## config.mk

```make
export PLATFORM = sky130hd
export DESIGN_NAME = id_ex_stage
export DESIGN_NICKNAME = d
export VERILOG_FILES = /design/src/rtl/id_ex_stage.sv
export SDC_FILE = /design/constraint.sdc
export NUM_CORES = 1
export LEC_CHECK = 0
export BUFFER_PORTS_ARGS = -buffer_cell sky130_fd_sc_hd__buf_2
export CORE_AREA = 2 2 122 124
export DETAILED_ROUTE_END_ITERATION = 10
export DIE_AREA = 0 0 124 126
export PLACE_DENSITY = 0.72
export SLEW_MARGIN = 20
export SYNTH_ARGS = -nofsm -noshare
export SYNTH_HDL_FRONTEND = slang
export SYNTH_SLANG_ARGS = --single-unit
```

## constraint.sdc

```tcl
create_clock -name clk -period 2.19 [get_ports clk]
set_clock_uncertainty 0.1 [all_clocks]
set_input_delay 0.438 -clock clk [delete_from_list [all_inputs] [get_ports clk]]
set_output_delay 0.438 -clock clk [all_outputs]
set_load 0.01 [all_outputs]
```

## src/rtl/id_ex_stage.sv

```systemverilog
// rtl/id_ex_stage.sv - decode/issue stage with operand forwarding, load-use interlock and ID/EX register
module id_ex_stage #(
    parameter int LEN_REG_FILE_ADDR = 5,
    parameter int LEN_WORD          = 32,
    parameter int LEN_CTRL          = 8
) (
    input  logic                         clk,
    input  logic                         reset,
    input  logic                         id_valid,
    input  logic [LEN_REG_FILE_ADDR-1:0] id_rs,
    input  logic [LEN_REG_FILE_ADDR-1:0] id_rt,
    input  logic [LEN_REG_FILE_ADDR-1:0] id_rd,
    input  logic [15:0]                  id_imm16,
    input  logic [LEN_CTRL-1:0]          id_ctrl,
    input  logic                         id_mem_read,
    input  logic                         flush,
    output logic [LEN_REG_FILE_ADDR-1:0] src_1,
    output logic [LEN_REG_FILE_ADDR-1:0] src_2,
    input  logic [LEN_WORD-1:0]          read_data_1,
    input  logic [LEN_WORD-1:0]          read_data_2,
    input  logic                         exm_write_en,
    input  logic [LEN_REG_FILE_ADDR-1:0] exm_dst,
    input  logic [LEN_WORD-1:0]          exm_data,
    input  logic                         mwb_write_en,
    input  logic [LEN_REG_FILE_ADDR-1:0] mwb_dst,
    input  logic [LEN_WORD-1:0]          mwb_data,
    output logic                         stall,
    output logic                         ex_valid,
    output logic [LEN_WORD-1:0]          ex_op_a,
    output logic [LEN_WORD-1:0]          ex_op_b,
    output logic [LEN_WORD-1:0]          ex_imm,
    output logic [LEN_REG_FILE_ADDR-1:0] ex_rt,
    output logic [LEN_REG_FILE_ADDR-1:0] ex_rd,
    output logic [LEN_CTRL-1:0]          ex_ctrl,
    output logic                         ex_mem_read
);

    localparam logic [LEN_REG_FILE_ADDR-1:0] REG_ZERO = '0;

    logic [LEN_WORD-1:0] op_a;
    logic [LEN_WORD-1:0] op_b;
    logic [LEN_WORD-1:0] imm_ext;
    logic                bubble;

    assign src_1 = id_rs;
    assign src_2 = id_rt;

    assign imm_ext = {{(LEN_WORD-16){id_imm16[15]}}, id_imm16};

    // Forwarding mux per operand: EX/MEM beats MEM/WB beats the register file; r0 always reads 0.
    // MEM/WB is needed because the register file's combinational read lags its own write by a cycle.
    always_comb begin
        op_a = read_data_1;
        if (id_rs == REG_ZERO)
            op_a = '0;
        else if (exm_write_en && exm_dst != REG_ZERO && exm_dst == id_rs)
            op_a = exm_data;
        else if (mwb_write_en && mwb_dst != REG_ZERO && mwb_dst == id_rs)
            op_a = mwb_data;

        op_b = read_data_2;
        if (id_rt == REG_ZERO)
            op_b = '0;
        else if (exm_write_en && exm_dst != REG_ZERO && exm_dst == id_rt)
            op_b = exm_data;
        else if (mwb_write_en && mwb_dst != REG_ZERO && mwb_dst == id_rt)
            op_b = mwb_data;
    end

    // Load-use interlock: the load in ID/EX has no data yet, so hold ID one cycle and let EX/MEM forward next.
    always_comb begin
        stall = id_valid && ex_valid && ex_mem_read && (ex_rt != REG_ZERO) &&
                ((ex_rt == id_rs) || (ex_rt == id_rt));
    end

    assign bubble = flush || stall;

    // ID/EX pipeline register: a bubble on flush or stall, otherwise capture the resolved instruction.
    always_ff @(posedge clk or negedge reset) begin
        if (!reset) begin
            ex_valid    <= 1'b0;
            ex_op_a     <= '0;
            ex_op_b     <= '0;
            ex_imm      <= '0;
            ex_rt       <= '0;
            ex_rd       <= '0;
            ex_ctrl     <= '0;
            ex_mem_read <= 1'b0;
        end else if (bubble) begin
            ex_valid    <= 1'b0;
            ex_op_a     <= '0;
            ex_op_b     <= '0;
            ex_imm      <= '0;
            ex_rt       <= '0;
            ex_rd       <= '0;
            ex_ctrl     <= '0;
            ex_mem_read <= 1'b0;
        end else begin
            ex_valid    <= id_valid;
            ex_op_a     <= op_a;
            ex_op_b     <= op_b;
            ex_imm      <= imm_ext;
            ex_rt       <= id_rt;
            ex_rd       <= id_rd;
            ex_ctrl     <= id_valid ? id_ctrl : '0;
            ex_mem_read <= id_valid && id_mem_read;
        end
    end

endmodule
```

==> Implementation_results.wiki <==
{| class="wikitable"
! Metric !! Value
|-
| Crit Path Max Fanout || 22
|-
| Type of the worst setup path || reg -> reg
|-
| R2r worst-path depth || 7
|-
| RR Endpoint || ex_op_a[18]
|-
| Unrepaired setup endpoints after global routing || yes
|-
| Root Driver || sky130_fd_sc_hd__clkbuf_16
|-
| Distinct cell type count after synthesis || 29
|-
| Synthesis-to-finish area growth || 51.19%
|-
| Number of detailed-route iterations in the first pass || 7
|-
| Max layer used || met4
|-
| Layout Cell Area excl Fill || 8507 sq um
|-
| Register area || 2502 sq um
|-
| Placed instance area || 7513 sq um
|-
| Synthesized cell area || 5627 sq um
|-
| Reported leakage power || 4.262 nW
|-
| Vias in the first global route || 5518
|-
| Power per standard cell area || 571.6 nW/um^2
|-
| Total global routing overflow || 0
|-
| DRC violation count after routing || 0
|-
| Number of core rows || 44
|-
| Clock Tree Buf Depth || 2
|-
| Starting DRT DRC Count || 580
|-
| First-pass GRT wire length || 30490 um
|-
| Critical Path Source || ex_rt[1]
|-
| Register area share after synthesis || 44.47%
|-
| Critical path required time || 2340 ps
|-
| Area of the multi-input gates || 3153 sq um
|-
| Worst skew pair latency || 350 ps
|-
| CP endpoint kind || flip-flop
|-
| Non-filler instance count after layout || 1028
|-
| Capture point of the critical path || ex_op_a[18]
|-
| Die span in x || 124 um
|-
| Post-synthesis async set-or-reset flop share || 100.0%
|-
| Initial core utilization || 39.31%
|-
| Warnings from Yosys || 0
|-
| Detail-routed via count per cell || 5.842
|-
| Beginning of the worst register-to-register path || ex_rt[1]
|-
| Pre-CTS setup slack || -111.2 ps
|-
| Post-route minimum period || 2233 ps
|-
| Clock sink total || 100
|-
| Worst supply voltage drop on vdd || 0.0005155 V
|-
| Total I/O pin count || 311
|-
| WL met2 || 10460 um
|-
| Failing checks || setup timing
|-
| Final weighted congestion in routability-driven placement || 0.8579
|-
| Most common cell on crit path || sky130_fd_sc_hd__buf_4
|-
| Fin. Hold Viols || 0
|-
| Final worst slack || -42.76 ps
|-
| Area of the core || 14310 sq um
|-
| Max Slew Vio Count || 0
|-
| Met3 wirelength from detailed routing || 1978 um
|-
| Total negative slack for setup checks || -381.7 ps
|-
| HP Class || in -> reg
|-
| TritonCTS buffer count || 9
|-
| Detailed placement HPWL || 14710 um
|-
| Floorplan die height || 126 um
|-
| Largest net degree at the start of global routing || 56
|-
| Dominant synthesized flop cell || sky130_fd_sc_hd__dfrtp_1
|-
| Slew Limit Headroom || 68.87%
|-
| Total Die Area || 15620 sq um
|-
| Type of origin of the critical path || flip-flop
|-
| Result of the run || finished with violations
|-
| Slew at the pin closest to its max-slew limit || 466.9 ps
|-
| Overall Global Routing Usage || 25.49%
|-
| Final period util || 102.0%
|-
| Number of antenna violations at the first check in global routing || 0
|-
| Setup Viol. Count Final || 22
|-
| Final net count || 1023
|-
| Final antenna-violating net count || 0
|-
| Port buffer count || 310
|-
| Flops & latches, synth || 100
|-
| Filler cell count in the final layout || 1227
|-
| Achievable frequency || 0.4479 GHz
|-
| Internal reg-to-reg setup slack || -40 ps
|-
| Clock tree from TritonCTS || done
|-
| Via Count || 6006
|-
| Number of flops mapped to enable cells by yosys || 0
|-
| Proportion of layout cells with a drive suffix above 1 || 57.46%
|-
| Number of max-capacitance violations reported || 0
|-
| Metal-1 WL || 8568 um
|-
| Number of levels the H-tree was split into || 3
|-
| Number of antenna cells inserted || 0
|-
| Delay of the slowest cell on the worst path || 540 ps
|-
| Worst-path clk slew || 70 ps
|-
| Critical path's slowest cell || sky130_fd_sc_hd__or4_1
|-
| Critical Path, Cell by Cell || or4_1, o2111ai_2, a21oi_4, buf_4, buf_4, buf_16, nor4_2
|-
| Final Routed Wirelength || 21710 um
|-
| Mean routed wirelength per cell || 21.12 um
|-
| Average cell area after synthesis || 10.29 sq um
|-
| Number of instances in the synthesized netlist || 547
|-
| Data arrival time of the critical path || 2380 ps
|-
| Placed Cells incl. Taps || 1007
|-
| Final core area utilization || 59.43%
|-
| Net count after synthesis || 731
|}
-- synthesized netlist by cell type, drive strengths merged, types with 4 or more instances --
master / n / share of area, %
and3: 60 / 6.7
a221oi: 58 / 11
xnor2: 4 / 0.62
nor2: 68 / 4.5
dfrtp: 100 / 44
clkbuf: 24 / 1.6
nand3: 6 / 0.98
nor3: 15 / 1.5
nor3b: 27 / 3.6
nor4: 64 / 7.1
and4: 6 / 0.98
xor2: 26 / 4.0
a211oi: 6 / 0.98
buf: 63 / 9.2
or4: 5 / 0.67
nand2: 9 / 0.60
-- layer usage --
layer	vias up	global-route usage (%)
met5	-	0
met4	0	9.716
met3	66	3.804
met2	417	40.95
met1	2908	34.62
li1	2615	-
-- cells by family (layout without fill, tap and decap cells) --
family | Yosys count | in the layout | synth area share (%)
AO/OA/AOI/OAI | 70 | 70 | 13.36
XOR/XNOR | 30 | 30 | 4.670
flip-flops | 100 | 100 | 44.47
buffers and inverters | 87 | 384 | 10.83
AND/OR/NAND/NOR | 260 | 260 | 26.66
-- critical path, delay by kind of cell, from the launching register on --
kind	cells	cell delay [ps]
buf+inv	3	500
simple gates	2	850
flops	1	370
compound gates	2	300
-- power breakdown --
group          internal (mW)  switching (mW)  total [mW]
registers               1.95          0.0359        1.99
clock network           1.02           0.751        1.77
logic                  0.500           0.607        1.11
-- registers in the layout, summed over array words and instances, names as in the netlist --
| register | count |
|---|---|
| ex_op_b | 32 |
| ex_ctrl | 8 |
| ex_valid | 1 |
| ex_mem_read | 1 |
| ex_rt | 5 |
| ex_op_a | 32 |
| ex_rd | 5 |
| ex_imm | 16 |
-- per-stage QoR --
| stage | hold WS, ps | total power, mW |
|---|---|---|
| 2_1_floorplan | 42.41 | 2.486 |
| 3_3_place_gp | 240.5 | 3.010 |
| 3_5_place_dp | 245.2 | 3.020 |
| 4_1_cts | 189.8 | 4.807 |
| 5_1_grt | 220.6 | 5.058 |
| 6_report | 208.0 | 4.862 |
-- area by class of cell --
cell class                 instances  area share [%]
clock buffer                      10           2.692
clock inverter                     6           1.103
multi-input combinational        360           37.06
sequential                       100           29.42
tap                              184           2.706
timing repair buffer             368           27.02
-- cells in the final DEF, fill, tap and decap left out, types with 3 or more instances in the layout --
cell / instances
sky130_fd_sc_hd__nor4_1: 9
sky130_fd_sc_hd__clkbuf_16: 11
sky130_fd_sc_hd__or4_1: 5
sky130_fd_sc_hd__a221oi_2: 22
sky130_fd_sc_hd__nor4_4: 21
sky130_fd_sc_hd__buf_12: 19
sky130_fd_sc_hd__xor2_1: 26
sky130_fd_sc_hd__nor2_1: 66
sky130_fd_sc_hd__buf_6: 3
sky130_fd_sc_hd__xnor2_1: 4
sky130_fd_sc_hd__dfrtp_1: 100
sky130_fd_sc_hd__nor3b_2: 4
sky130_fd_sc_hd__a211oi_1: 4
sky130_fd_sc_hd__nor3_1: 9
sky130_fd_sc_hd__and3_1: 58
sky130_fd_sc_hd__nor3_2: 4
sky130_fd_sc_hd__buf_4: 34
sky130_fd_sc_hd__inv_6: 3
sky130_fd_sc_hd__and4_1: 5
sky130_fd_sc_hd__nand2_1: 9
sky130_fd_sc_hd__nor4_2: 34
sky130_fd_sc_hd__a221oi_1: 36
sky130_fd_sc_hd__buf_2: 308
sky130_fd_sc_hd__nor3b_1: 23
-- worst min-delay path by stage --
stage,slack (ps),depth (start not counted),end,start
floorplan,40,0,ex_ctrl[0],reset
global placement,240,1,ex_op_a[22],reset
detailed placement,250,1,ex_op_a[26],reset
CTS,190,3,ex_ctrl[3],id_ctrl[3]
global route,220,3,ex_ctrl[3],id_ctrl[3]
finish,210,3,ex_ctrl[3],id_ctrl[3]
-- what timing repair did --
item | CTS | global route
endpoints found under the hold margin | 20 | 0
resized for setup | 24 | 64
endpoints found under the setup margin | 2 | 68
pin swaps | 1 | 6
gates cloned | 0 | 3
hold buffers | 1 | 0
setup buffers | 1 | 0
Note: power is estimated with default switching activity, not from simulation.
